## config.mk

```make
export PLATFORM = sky130hd
export DESIGN_NAME = ca_gen_controller
export DESIGN_NICKNAME = d
export VERILOG_FILES = /design/src/rtl/ca_pkg.sv /design/src/rtl/ca_prescaler.sv /design/src/rtl/ca_gen_controller.sv
export SDC_FILE = /design/constraint.sdc
export NUM_CORES = 1
export LEC_CHECK = 0
export CORE_MARGIN = 2
export CORE_UTILIZATION = 48
export CTS_CLUSTER_SIZE = 14
export DETAILED_ROUTE_END_ITERATION = 16
export PLACE_DENSITY = 0.84
export SYNTH_ARGS = -nofsm -noshare
export SYNTH_HDL_FRONTEND = slang
export SYNTH_SLANG_ARGS = --single-unit
```

## constraint.sdc

```tcl
create_clock -name clk -period 2.6 [get_ports clk]
set_input_delay 0.39 -clock clk [delete_from_list [all_inputs] [get_ports clk]]
set_output_delay 0.39 -clock clk [all_outputs]
set_load 0.01 [all_outputs]
```

## src/rtl/ca_pkg.sv

```systemverilog
// Shared types and constants for the cellular-automaton generation controller.
package ca_pkg;

    typedef enum logic [2:0] {
        IDLE      = 3'd0,
        SEED      = 3'd1,
        PAUSE     = 3'd2,
        RUN       = 3'd3,
        RUN_WAIT  = 3'd4,
        STEP_WAIT = 3'd5
    } ca_state_t;

    localparam logic [7:0]  RULE_30   = 8'd30;
    localparam logic [7:0]  RULE_54   = 8'd54;
    localparam logic [7:0]  RULE_60   = 8'd60;
    localparam logic [7:0]  RULE_182  = 8'd182;
    localparam logic [15:0] LFSR_SEED = 16'hACE1;

    function automatic logic [7:0] rule_map(input logic [1:0] sel);
        logic [7:0] r;
        case (sel)
            2'b00:   r = RULE_30;
            2'b01:   r = RULE_54;
            2'b10:   r = RULE_60;
            default: r = RULE_182;
        endcase
        return r;
    endfunction

    // Fibonacci form, taps 16,14,13,11; feedback enters at bit 0.
    function automatic logic [15:0] lfsr_next(input logic [15:0] cur);
        return {cur[14:0], cur[15] ^ cur[13] ^ cur[12] ^ cur[10]};
    endfunction

endpackage

```

## src/rtl/ca_prescaler.sv

```systemverilog
// Run-rate prescaler: counts while enabled and emits a one-cycle tick at the speed-selected limit.
module ca_prescaler
    import ca_pkg::*;
#(
    parameter int DIV_W = 24
) (
    input  logic       clk,
    input  logic       reset_n,
    input  logic       clear,
    input  logic       enable,
    input  logic [1:0] speed,
    output logic       tick
);

    logic [DIV_W-1:0] count;
    logic [DIV_W-1:0] limit;

    always_comb begin
        limit = '0;
        case (speed)
            2'b00:   limit = {DIV_W{1'b1}};
            2'b01:   limit = {2'b00, {(DIV_W-2){1'b1}}};
            2'b10:   limit = {4'b0000, {(DIV_W-4){1'b1}}};
            default: limit = '0;
        endcase
    end

    assign tick = enable && (count == limit);

    always_ff @(posedge clk) begin
        if (!reset_n || clear || tick) begin
            count <= '0;
        end else if (enable) begin
            count <= count + DIV_W'(1);
        end
    end

endmodule

```

## src/rtl/ca_gen_controller.sv

```systemverilog
// Generation sequencer: owns the rule byte, builds the seed row and paces
// generation advances to the cell-row array over valid/ready handshakes.
module ca_gen_controller
    import ca_pkg::*;
#(
    parameter int CELLS = 64,
    parameter int DIV_W = 24,
    parameter int GEN_W = 16
) (
    input  logic             clk,
    input  logic             reset_n,
    input  logic [3:0]       sw,
    input  logic [1:0]       speed,
    input  logic             seed_req,
    input  logic             step_req,
    input  logic             run_toggle,
    input  logic [GEN_W-1:0] gen_limit,
    output logic             seed_valid,
    input  logic             seed_ready,
    output logic [CELLS-1:0] seed_data,
    output logic             step_valid,
    input  logic             step_ready,
    output logic [7:0]       rule,
    output logic [GEN_W-1:0] gen_count,
    output logic             running,
    output logic             done,
    output ca_state_t        state
);

    // Handshakes: a transfer happens on every rising edge where valid and
    // ready are both high; valid, once raised, holds until that transfer and
    // its payload stays stable; ready may lead valid.

    logic [15:0]      lfsr;
    logic [CELLS-1:0] seed_row;
    logic [GEN_W-1:0] gen_next;
    logic             limit_hit;
    logic             tick;
    logic             stop_pend;
    logic             unused_sw;

    assign unused_sw = sw[3];

    ca_prescaler #(.DIV_W(DIV_W)) u_prescaler (
        .clk     (clk),
        .reset_n (reset_n),
        .clear   (state != RUN),
        .enable  (state == RUN),
        .speed   (speed),
        .tick    (tick)
    );

    always_ff @(posedge clk) begin
        if (!reset_n) begin
            lfsr <= LFSR_SEED;
        end else begin
            lfsr <= lfsr_next(lfsr);
        end
    end

    always_comb begin
        seed_row = '0;
        for (int i = 0; i < CELLS; i++) begin
            seed_row[i] = sw[2] ? lfsr[4'(i % 16)] : (i == CELLS / 2);
        end
    end

    assign gen_next  = gen_count + GEN_W'(1);
    assign limit_hit = (gen_limit != '0) && (gen_next == gen_limit);

    always_ff @(posedge clk) begin
        if (!reset_n) begin
            state      <= IDLE;
            seed_valid <= 1'b0;
            step_valid <= 1'b0;
            running    <= 1'b0;
            done       <= 1'b0;
            gen_count  <= '0;
            seed_data  <= '0;
            stop_pend  <= 1'b0;
            rule       <= rule_map(sw[1:0]);
        end else begin
            case (state)
                IDLE: begin
                    if (seed_req) begin
                        state      <= SEED;
                        seed_valid <= 1'b1;
                        seed_data  <= seed_row;
                    end
                end
                SEED: begin
                    if (seed_ready) begin
                        state      <= PAUSE;
                        seed_valid <= 1'b0;
                        gen_count  <= '0;
                        done       <= 1'b0;
                        rule       <= rule_map(sw[1:0]);
                    end
                end
                PAUSE: begin
                    if (seed_req) begin
                        state      <= SEED;
                        seed_valid <= 1'b1;
                        seed_data  <= seed_row;
                    end else if (step_req) begin
                        state      <= STEP_WAIT;
                        step_valid <= 1'b1;
                    end else if (run_toggle && !done) begin
                        state   <= RUN;
                        running <= 1'b1;
                    end
                end
                RUN: begin
                    if (seed_req) begin
                        state      <= SEED;
                        running    <= 1'b0;
                        seed_valid <= 1'b1;
                        seed_data  <= seed_row;
                    end else if (run_toggle) begin
                        state   <= PAUSE;
                        running <= 1'b0;
                    end else if (tick) begin
                        state      <= RUN_WAIT;
                        step_valid <= 1'b1;
                    end
                end
                RUN_WAIT, STEP_WAIT: begin
                    if (state == RUN_WAIT && run_toggle) begin
                        stop_pend <= 1'b1;
                    end
                    if (step_ready) begin
                        step_valid <= 1'b0;
                        gen_count  <= gen_next;
                        stop_pend  <= 1'b0;
                        // A toggle on the accepting cycle counts as a stop request too.
                        if (limit_hit) begin
                            state   <= PAUSE;
                            done    <= 1'b1;
                            running <= 1'b0;
                        end else if (state == RUN_WAIT && !stop_pend && !run_toggle) begin
                            state <= RUN;
                        end else begin
                            state   <= PAUSE;
                            running <= 1'b0;
                        end
                    end
                end
                default: begin
                    state      <= IDLE;
                    seed_valid <= 1'b0;
                    step_valid <= 1'b0;
                    running    <= 1'b0;
                end
            endcase
        end
    end

endmodule
```

# --- Yosys cells after proc, flatten, opt, wreduce, memory -nomap -nowiden ---
# Cells that the tools add are included.
totals:
  reg_bits: 129
  out_inout_bits: 95
  word_cells: 132
op_classes:
  n_addsub: 2
  n_eq_ne: 30
  n_mux: 54
  bitwise: 5
  reduce_logical: 30
op_table:
  columns: ["operator", "count"]
  rows:
  - ["$pmux 24 s3", 1]
  - ["$mux 1", 32]
  - ["$mux 16", 2]
  - ["$pmux 16 s2", 1]
  - ["$mux 3", 9]
  - ["$add 24x1->24 const B", 1]
  - ["$eq 24x24->1", 1]
  - ["$mux 8", 3]
  - ["$pmux 8 s3", 1]
  - ["$ne 2x2->1 const B", 11]
  - ["$add 16x1->16 const B", 1]
  - ["$eq 16x16->1", 1]
  - ["$reduce_bool 16->1", 1]
  - ["$pmux 3 s5", 1]
  - ["$reduce_and 7->1", 2]
  - ["$ne 4x4->1 const B", 2]
  - ["$pmux 1 s4", 2]
  - ["$eq 3x2->1 const B", 2]
  - ["$eq 3x3->1 const B", 2]
  - ["$logic_and 1x1->1", 6]
  - ["$ne 2x1->1 const B", 3]
  - ["$ne 3x3->1 const B", 2]
  - ["$reduce_and 2->1", 3]
  - ["$reduce_and 3->1", 2]
  - ["17 further kinds", 29]

# --- Logic depth before layout (Yosys ltp) ---
# Gate-level depths: netlist of run 1.
depth:
  ltp_word: 8
  depth_mapped: 9
  depth_no_buf: 8

# --- Hierarchy ---
# From an unflattened synthesis of run 1, not the netlist that was laid out.
unflattened:
  cells_unflattened: 537
  hier_area_um2: 4441.8
by_module_without_submodules:
  columns: ["module", "instances", "cells_each", "area_each_um2"]
  rows:
  - ["ca_gen_controller", 1, 393, 3236.9]
  - ["ca_prescaler", 1, 144, 1204.9]

# --- Worst setup path after synthesis of run 1 ---
# Ideal clock, no wire load.
synth_timing:
  kind: "register to register"
  from: "register gen_count[0]"
  to: "register state[0]"
  arrival_ns: 2.346
  path_slack_ns: 0.132
  stages_incl_launch_ff: 9
  n_path_buf: 0
  cell_sequence: "dfxtp_1 ha_1 nand3_1 nor4_1 xnor2_1 nand3_1 a2111oi_4 nor2_2 o311a_1"
synth_via:
  elab_chain_cells: 6
synth_rtl:
  columns: ["element", "line", "rtl"]
  rows:
  - ["start, declared", "ca_gen_controller.sv:24", "output logic [GEN_W-1:0] gen_count,"]
  - ["start signal, assigned", "ca_gen_controller.sv:133", "gen_count <= gen_next;"]
  - ["$add 16x1->16", "ca_gen_controller.sv:68", "assign gen_next = gen_count + GEN_W'(1);"]
  - ["$eq 16x16->1", "ca_gen_controller.sv:69", "assign limit_hit = (gen_limit != '0) && (gen_next == gen_limit);"]
  - ["$logic_and 1x1->1", "ca_gen_controller.sv:69", null]
  - ["$mux 1", "ca_gen_controller.sv:136", "if (limit_hit) begin"]
  - ["$mux 3", "ca_gen_controller.sv:131", "if (step_ready) begin"]
  - ["$pmux 3 s5", "ca_gen_controller.sv:83", "case (state)"]
  - ["end signal, assigned", "ca_gen_controller.sv:73", "state <= IDLE;"]
  - ["end signal, assigned", "ca_gen_controller.sv:86", "state <= SEED;"]
  - ["end signal, assigned", "ca_gen_controller.sv:137", "state <= PAUSE;"]
  - ["end, declared", "ca_gen_controller.sv:27", "output ca_state_t state"]
# Every way passes these cells. The select of a mux whose other input is x is not followed.
# A chain may end at the register's enable or synchronous reset.

# --- Final worst setup path of run 1 ---
layout_timing:
  from: "register gen_count[3]"
  to: "register state[0]"
# Same word-level chain as after synthesis.

==> results of run 1 <==
[power by group through the flow]
stage / Sequential (uW) / Combinational, uW / Clock, uW
after CTS: 1270 / 490 / 915
after global placement: 1300 / 476 / 0
after floorplan: 1310 / 325 / 0
after global routing: 1280 / 538 / 956
after detailed placement: 1300 / 487 / 0
final: 1270 / 493 / 899
[kinds of logic (layout without fill, tap and decap cells)]
group | count (synthesis) | after routing
mux | 4 | 4
xor+xnor | 47 | 47
fa+ha+maj | 2 | 2
other cells | 2 | 36
compound gates | 69 | 69
simple gates | 234 | 234
flops | 77 | 77
buf+inv | 90 | 138
[cell type report]
cell class	instances	area (sq um)	share of cell area, %
clock buffer	9	124	2.35
clock inverter	7	75.1	1.43
inverter	8	30.0	0.570
multi-input combinational	392	2250	42.7
sequential	77	1580	30.1
tap	108	135	2.57
timing repair buffer	114	1070	20.3
[layer usage]
metal / wire, microns / track usage (%)
met4: 133 / 7.90
met3: 709 / 5.15
met2: 4730 / 33.6
met5: 0 / 0
met1: 4030 / 24.2
[Yosys cell counts (3+ instances only)]
library cell	n
o21ai_0	23
dfxtp_1	73
nand3_1	27
edfxtp_1	4
buf_4	59
nand2_1	50
nor3_1	16
nor2_1	64
or3_1	3
xnor2_1	21
a22oi_1	5
nor4_1	13
and3_1	5
nand2b_1	12
nand4_1	11
xor2_1	26
o31ai_1	3
a21oi_1	28
and2_1	12
clkbuf_1	19
and4_1	6
inv_1	7
[worst max-delay path: cells and delay by family (launching register included)]
kind | cells | cell delay [ns]
xor+xnor | 1 | 0.19
simple gates | 4 | 1.00
compound gates | 2 | 0.80
flops | 1 | 0.38
[flip-flops by register name (all words and copies together) (netlist names)]
register / count
stop_pend: 1
seed_valid: 1
rule: 4
lfsr: 16
step_valid: 1
seed_data: 9
u_prescaler.count: 24
gen_count: 16
done: 1
running: 1
state: 3
[worst max path at each step]
stage / startpoint / endpoint / depth (start not counted) / slack (ns)
after global routing: gen_count[3] / state[0] / 8 / -0.001
after detailed placement: gen_limit[7] / state[0] / 8 / 0.07
after floorplan: gen_count[0] / state[0] / 8 / 0.13
after CTS: gen_count[1] / state[0] / 7 / 0.11
final: gen_count[3] / state[0] / 7 / 0.10
after global placement: gen_limit[3] / state[0] / 8 / 0.11
[what timing repair did]
item                                    in CTS  in global routing
setup buffers                                0                  1
gates resized for setup                      0                  4
endpoints found under the setup margin       0                  2
[metrics by stage]
step                util (%)  worst slack, ns
floorplan                  -            0.132
global placement        58.1            0.113
detailed placement      58.1           0.0696
CTS                     60.4            0.114
global route            60.7         -0.00131
finish                  60.7            0.104
==> qor.csv, run 1 <==
metric,value,unit
clock power share,33.8,%
Clock Path Buffers,2,
fin crit share,96.0,%
vias per inst,5.33,
WP data arrival,2.74,ns
crit end category,flip-flop,
number of synthesized flops with an enable pin,4,
highest ir drop seen on vdd,0.000283,V
PortBufs,86,
die width,98.3,microns
CTS tree,done,
Yosys warnings,0,
hold_ws,0.439,ns
Comb power frac,18.5,%
"commonest non-fill, non-tap cell in the layout",clkdlybuf4s50_1,
Max stage delay on crit path,0.53,ns
MaxCap Viol Count,0,
post-synthesis sequential area ratio,37.0,%
Lkg Pwr,0.00196,uW
Post-Route Skew,0.0154,ns
Avg WL per Cell,13.4,microns
GP Congestion,0.846,
fillers,710,
Worst-Skew Late Latency,0.36,ns
type of origin of the critical path,flip-flop,
ANT nets after route,0,
Synth top area share,34.2,%
Power Internal,1850,uW
largest family of logic cells by synthesized area,simple AND/OR/NAND/NOR gates,
Placeable Area,8680,sq um
crit path max fanout,4,
I/O pin total,124,
sequential share of power,47.7,%
top area cells in the synthesized netlist,"dfxtp_1 34%, buf_4 10%, nor2_1 5.6%",
Site Rows,34,
Total Die Area,9660,sq um
Netlist cell types,53,
worst hold path depth,1,
drt pass-1 iters,5,
CP required,2.84,ns
Syn Area/Cell,8.13,sq um
critical hold path startpoint,lfsr[14],
Fin Setup TNS,0,ns
largest net degree at the start of global routing,25,
status,"finished, final reports clean",
Post-Synth Simple-Gate Area,28.1,%
Finished Cell Area,5270,sq um
post-route insts no fill,715,
CTS Hold Bufs,0,
share of synthesized registers carrying an async set or reset,0,%
Detailed Place HPWL,7.07,mm
fraction of layout instances using a drive strength above 1,10.0,%
Max Fclk,0.401,GHz
Reg-to-Reg End,state[0],
CP most frequent cell,nand4_1,
nets,633,
critical path cell sequence,"nand4_1, or3_2, xnor2_1, nand4_1, a2111oi_4, nor2_2, o311a_1",
mux contribution to synthesized area,0.996,%
Area Growth Syn to Fin,23.3,%
first-pass GRT wire length,16.0,mm
CTS buffer count,9,
Root Driver,clkbuf_8,
slowest library cell on the worst path,or3_2,
Syn Inst Count,525,
Synth Register Bits,77,
adder-cell area share of the yosys netlist,0.586,%
"commonest cells after routing, fill and taps aside","86 x clkdlybuf4s50_1, 71 x dfxtp_1, 64 x nor2_1",
Mapped Area,4270,sq um
final setup violating endpoints,0,
initial antenna violation count,0,
Clock Pin Slew Worst Setup and Hold Paths,0.09,ns
gr ovfl total,0,
# placed instances,698,
Final Hold Viols,0,
Final Total Pwr,2660,uW
Tot GR Track Use,19.9,%
die height,98.3,microns
switching pwr,813,uW
Initial Util,49.2,%
Switching Share,30.5,%
routed vias,3812,
Final min period,2.50,ns
Synth Area in Compound Gates,9.91,%
dominant cell type by area after synthesis,dfxtp_1,
Final Max Slew Viols,0,
DP Area,5050,sq um
worst-case reg-to-reg path depth,7,
worst reg2reg setup slack,0.10,ns
Diodes inserted,0,
clock sinks,77,
Residual DRC,0,
Detailed Route Iter0 Violations,230,
number of global-route vias before repair,3533,
final WL,9.60,mm
Tightest Hold Check Type,flip-flop to flip-flop,
CTS H-tree depth,3,
Synth Area in XOR/XNOR,9.64,%
worst-case hold path end point,lfsr[15],
Cell Pwr Density,506,nW/um^2
Crit Path Category,flip-flop to flip-flop,
main flop type after synthesis,dfxtp_1,
Critical R2R Launch,gen_count[3],
Note: power is estimated with default switching activity, not from simulation.
==> run 2: changes to the inputs <==
CTS_BUF_LIST = sky130_fd_sc_hd__clkbuf_16   (was default)
==> run 2 against run 1 <==
Effect of this change:
- flip-flop and latch count unchanged
- first-iteration DRC count shrank 18%
- total power grew 13%
- cell area rose by 2.2%
- largest cell class unchanged
==> qor.csv, run 2 (synthesis gave the netlist of run 1 again) <==
metric,value,unit,change
switching pwr,844,uW,+3.9%
Total Die Area,9660,sq um,unchanged
Switching Share,28.2,%,-2.3 points
MaxCap Viol Count,0,,unchanged
hold_ws,0.434,ns,-0.00561 ns
Residual DRC,0,,unchanged
Clock Pin Slew Worst Setup and Hold Paths,0.07,ns,-0.02 ns
CTS H-tree depth,3,,unchanged
die width,98.3,microns,unchanged
post-route insts no fill,715,,unchanged
Tot GR Track Use,20.3,%,+0.37 points
Comb power frac,16.5,%,-2.0 points
final setup violating endpoints,0,,unchanged
critical path cell sequence,"nand4_1, nor4_4, buf_4, nand3_2, or3_4, a2111oi_4, nor2_2, o311a_1",,
highest ir drop seen on vdd,0.000388,V,+37%
vias per inst,5.36,,+0.47%
I/O pin total,124,,unchanged
Worst Path Buf+Inv,1,,+1
Regs by FF count,"u_prescaler.count x24, gen_count x16, lfsr x16",,
nets,633,,unchanged
Cell Pwr Density,557,nW/um^2,+10%
"commonest cells after routing, fill and taps aside","86 x clkdlybuf4s50_1, 71 x dfxtp_1, 63 x nor2_1",,
max reg flops,24,,unchanged
status,"finished, final reports clean",,
gr ovfl total,0,,unchanged
Fin Setup TNS,0,ns,unchanged
Max stage delay on crit path,0.43,ns,-0.10 ns
Placeable Area,8680,sq um,unchanged
Root Driver,clkbuf_16,,
Largest Register,u_prescaler.count,,
GP Congestion,0.846,,unchanged
Avg WL per Cell,13.8,microns,+2.9%
Final Total Pwr,3000,uW,+13%
Diodes inserted,0,,unchanged
PortBufs,86,,unchanged
fin crit share,96.1,%,+0.10 points
crit end category,flip-flop,,
Detailed Place HPWL,7.07,mm,unchanged
Final Hold Viols,0,,unchanged
Top Family by Delay on Critical Path,simple AND/OR/NAND/NOR gates,,
first-pass GRT wire length,16.3,mm,+1.9%
type of origin of the critical path,flip-flop,,
number of global-route vias before repair,3571,,+1.1%
ANT nets after route,0,,unchanged
initial antenna violation count,0,,unchanged
sequential share of power,42.5,%,-5.2 points
CTS Hold Bufs,0,,unchanged
Clock Path Buffers,2,,unchanged
Final Max Slew Viols,0,,unchanged
Tightest Hold Check Type,flip-flop to flip-flop,,
# placed instances,698,,unchanged
Power Internal,2150,uW,+16%
WP data arrival,2.72,ns,-0.02 ns
fraction of layout instances using a drive strength above 1,10.4,%,+0.33 points
Initial Util,49.2,%,unchanged
crit path max fanout,6,,+2
"commonest non-fill, non-tap cell in the layout",clkdlybuf4s50_1,,
routed vias,3830,,+0.47%
CTS buffer count,9,,unchanged
slowest library cell on the worst path,a2111oi_4,,
clock sinks,77,,unchanged
die height,98.3,microns,unchanged
Site Rows,34,,unchanged
Worst-Skew Late Latency,0.33,ns,-0.03 ns
Area Growth Syn to Fin,26.0,%,
Detailed Route Iter0 Violations,188,,-18%
CP required,2.82,ns,-0.02 ns
Lkg Pwr,0.00200,uW,+2.4%
final WL,9.88,mm,+2.9%
largest net degree at the start of global routing,25,,unchanged
Post-Route Skew,0.00644,ns,-0.00895 ns
Max Fclk,0.400,GHz,-0.11%
Crit Path Category,flip-flop to flip-flop,,
CTS tree,done,,
Final min period,2.50,ns,+0.00270 ns
drt pass-1 iters,5,,unchanged
clock power share,41.0,%,+7.2 points
run 2: final cells by class:
class	count	area, sq um
fill	692	3300
multi-input combinational	392	2260
sequential	77	1580
timing repair buffer	114	1070
clock buffer	9	225
tap	108	135
clock inverter	7	75.1
inverter	8	30.0
run 2: repair_timing:
| action | 4_1_cts | 5_1_grt |
|---|---|---|
| resized for setup | 0 | 7 |
| endpoints found under the setup margin | 0 | 2 |
| setup buffers | 0 | 1 |
run 2: per-stage QoR:
step,instance area [sq um],worst slack [ns],utilization (%)
final,5380,0.102,62.0
after detailed placement,5050,0.0696,58.1
after global placement,5050,0.113,58.1
after global routing,5380,-0.00410,62.0
after CTS,5350,0.116,61.6
after floorplan,4400,0.132,-
run 2: power by group through the flow:
stage / combinational, uW / sequential (uW) / clock, uW
5_1_grt: 540 / 1280 / 1290
6_report: 496 / 1270 / 1230
2_1_floorplan: 325 / 1310 / 0
3_3_place_gp: 476 / 1300 / 0
4_1_cts: 491 / 1270 / 1250
3_5_place_dp: 487 / 1300 / 0
run 2: path summary, 6_finish.rpt:
path	from	endpoint	slack [ns]	depth (start not counted)
worst max register to register	gen_count[3]	state[0]	0.10	8
worst min register to register	lfsr[14]	lfsr[15]	0.43	1
worst max-delay path	gen_count[3]	state[0]	0.10	8
worst min-delay path	lfsr[14]	lfsr[15]	0.43	1
run 2: layer usage:
layer	vias up	wire length (microns)	part of all wire, %	track usage [%]
li1	1864	-	-	-
met1	1777	3990	40	24.8
met2	169	4930	50	34.5
met3	20	776	7.9	4.65
met4	0	184	1.9	8.11
met5	-	0	0	0
run 2: worst register-to-register path, delay by kind of cell, from the launching register on:
kind                   cells  cell delay (ns)
AOI/OAI and AO/OA          2             0.76
and+or+nand+nor            5             1.07
buffers and inverters      1             0.19
DFF                        1             0.37
==> run 3: changes to the inputs <==
CORE_UTILIZATION = 30   (was 48)
PLACE_DENSITY = 0.58   (was 0.84)
RECOVER_POWER = 25   (was default)
==> run 3 against run 2 <==
Effect of this change:
- hold slack got worse by 0.028 ns
- worst setup slack improved by 0.0054 ns
- clock power about the same
- non-clock buffer count increased by 8
- critical path depth decreased by 1
- total power decreased by 0.60%
- global-route usage decreased by 6.7 points
- cell area increased by 2.4%
- via count decreased by 2.7%
- sequential share of layout area decreased by 0.68 points
- flip-flop and latch count unchanged
- maximum frequency increased by 0.21%
- critical endpoint unchanged
==> qor.csv, run 3 (synthesis gave the netlist of run 1 again) <==
metric,value,unit,change
Worst-Skew Late Latency,0.34,ns,about the same
Max stage delay on crit path,0.53,ns,+0.10 ns
Residual DRC,0,,unchanged
Final Max Slew Viols,0,,unchanged
final WL,10.2,mm,+3.0%
Fin Setup TNS,0,ns,unchanged
worst-margin pin slew,0.915,ns,
routed vias,3725,,-2.7%
fin util,39.7,%,-22 points
Area Growth Syn to Fin,29.0,%,
Clock Path Buffers,2,,unchanged
"commonest cells after routing, fill and taps aside","79 x clkdlybuf4s50_1, 71 x dfxtp_1, 63 x nor2_1",,
largest net degree at the start of global routing,24,,-4.0%
Tot GR Track Use,13.6,%,-6.7 points
"commonest non-fill, non-tap cell in the layout",clkdlybuf4s50_1,,
Cell Pwr Density,541,nW/um^2,-2.9%
die height,123,microns,+25%
Final min period,2.49,ns,-0.00535 ns
Placeable Area,13900,sq um,+60%
Diodes inserted,0,,unchanged
die width,123,microns,+25%
CP most frequent cell,nand4_1,,
drt pass-1 iters,4,,-1
Max Fclk,0.401,GHz,+0.21%
nets,641,,+1.3%
CTS H-tree depth,3,,unchanged
CTS tree,done,,
CP required,2.83,ns,about the same
final setup violating endpoints,0,,unchanged
highest ir drop seen on vdd,0.000258,V,-33%
vias per inst,4.69,,-13%
clock sinks,77,,unchanged
Root Driver,clkbuf_16,,
CTS buffer count,9,,unchanged
gr ovfl total,0,,unchanged
type of origin of the critical path,flip-flop,,
crit path max fanout,5,,-1
Initial Util,30.8,%,-18 points
Clock Pin Slew Worst Setup and Hold Paths,0.07,ns,about the same
crit end category,flip-flop,,
MaxCap Viol Count,0,,unchanged
I/O pin total,124,,unchanged
PortBufs,86,,unchanged
postcts setup bufs,0,,unchanged
fillers,1429,,+110%
"worst slack, placed",-0.00925,ns,-0.0789 ns
ANT nets after route,0,,unchanged
Site Rows,43,,+26%
WP data arrival,2.72,ns,about the same
Worst setup startpoint,gen_count[1],,
first-pass GRT wire length,16.3,mm,-0.17%
max reg flops,24,,unchanged
status,"finished, final reports clean",,
Lkg Pwr,0.00202,uW,+1.1%
Detailed Route Iter0 Violations,193,,+2.7%
Crit Path Category,flip-flop to flip-flop,,
Regs by FF count,"u_prescaler.count x24, gen_count x16, lfsr x16",,
fraction of layout instances using a drive strength above 1,11.2,%,+0.84 points
unrepaired setup endpoints after global routing,no,,
Max-Slew Margin vs Limit,39.0,%,
fin crit share,95.9,%,-0.21 points
Final WS setup,0.107,ns,+0.00535 ns
GP Congestion,0.839,,-0.87%
Detailed Place HPWL,7.62,mm,+7.7%
slowest library cell on the worst path,or3_2,,
critical hold path startpoint,lfsr[14],,
critical path cell sequence,"nand4_1, or3_2, xnor2_1, nand4_1, a2111oi_4, nor2_2, o311a_1",,
Final Hold Viols,0,,unchanged
hold_ws,0.405,ns,-0.0281 ns
Largest Register,u_prescaler.count,,
Tightest Hold Check Type,flip-flop to flip-flop,,
Post-Route Skew,0.00867,ns,+0.00223 ns
number of global-route vias before repair,3424,,-4.1%
Avg WL per Cell,12.8,microns,-7.3%
Critical R2R Launch,gen_count[1],,
initial antenna violation count,0,,unchanged
Total Die Area,15200,sq um,+57%
[run 3: final timing paths]
kind                            slack, ns  depth (start not counted)  endpoint
worst max-delay path                 0.11                          7  state[0]
worst max register to register       0.11                          7  state[0]
worst min register to register       0.41                          1  lfsr[15]
worst min-delay path                 0.41                          1  lfsr[15]
[run 3: critical path, delay by kind of cell (launching register included)]
family          cells  cell delay, ns
simple gates        4            1.03
compound gates      2            0.78
flops               1            0.40
xor+xnor            1            0.18
[run 3: per-layer routing]
layer | up-vias | GRT usage [%] | part of all wire (%)
met5 | - | 0 | 0
met4 | 0 | 5.68 | 1.9
met3 | 19 | 3.18 | 4.2
met2 | 92 | 22.4 | 48
met1 | 1743 | 17.0 | 46
li1 | 1871 | - | -
[run 3: metrics by stage]
step | instances | instance area [sq um] | total power [uW]
after floorplan | 559 | 4400 | 1630
after global routing | 795 | 5510 | 3120
after detailed placement | 779 | 5200 | 1790
final | 795 | 5510 | 2980
after CTS | 795 | 5500 | 3020
after global placement | 779 | 5200 | 1790
[run 3: what timing repair did]
item,in CTS,in global routing
hold buffers,0,0
resized for setup,1,5
setup endpoints to repair,1,2
pin swaps,0,3
[run 3: power breakdown]
part           switching [uW]  internal (uW)  leakage [uW]  total [uW]
Clock                     545            670      0.000137        1210
Sequential               30.8           1240      0.000633        1270
Combinational             264            227       0.00125         491
[run 3: cell type report]
type	instances	area (sq um)	share of cell area, %
Clock buffer	9	225	4.09
Clock inverter	7	63.8	1.16
Inverter	8	30.0	0.545
Multi-Input combinational cell	392	2250	40.9
Sequential cell	77	1580	28.8
Tap cell	180	225	4.09
Timing Repair Buffer	122	1120	20.4
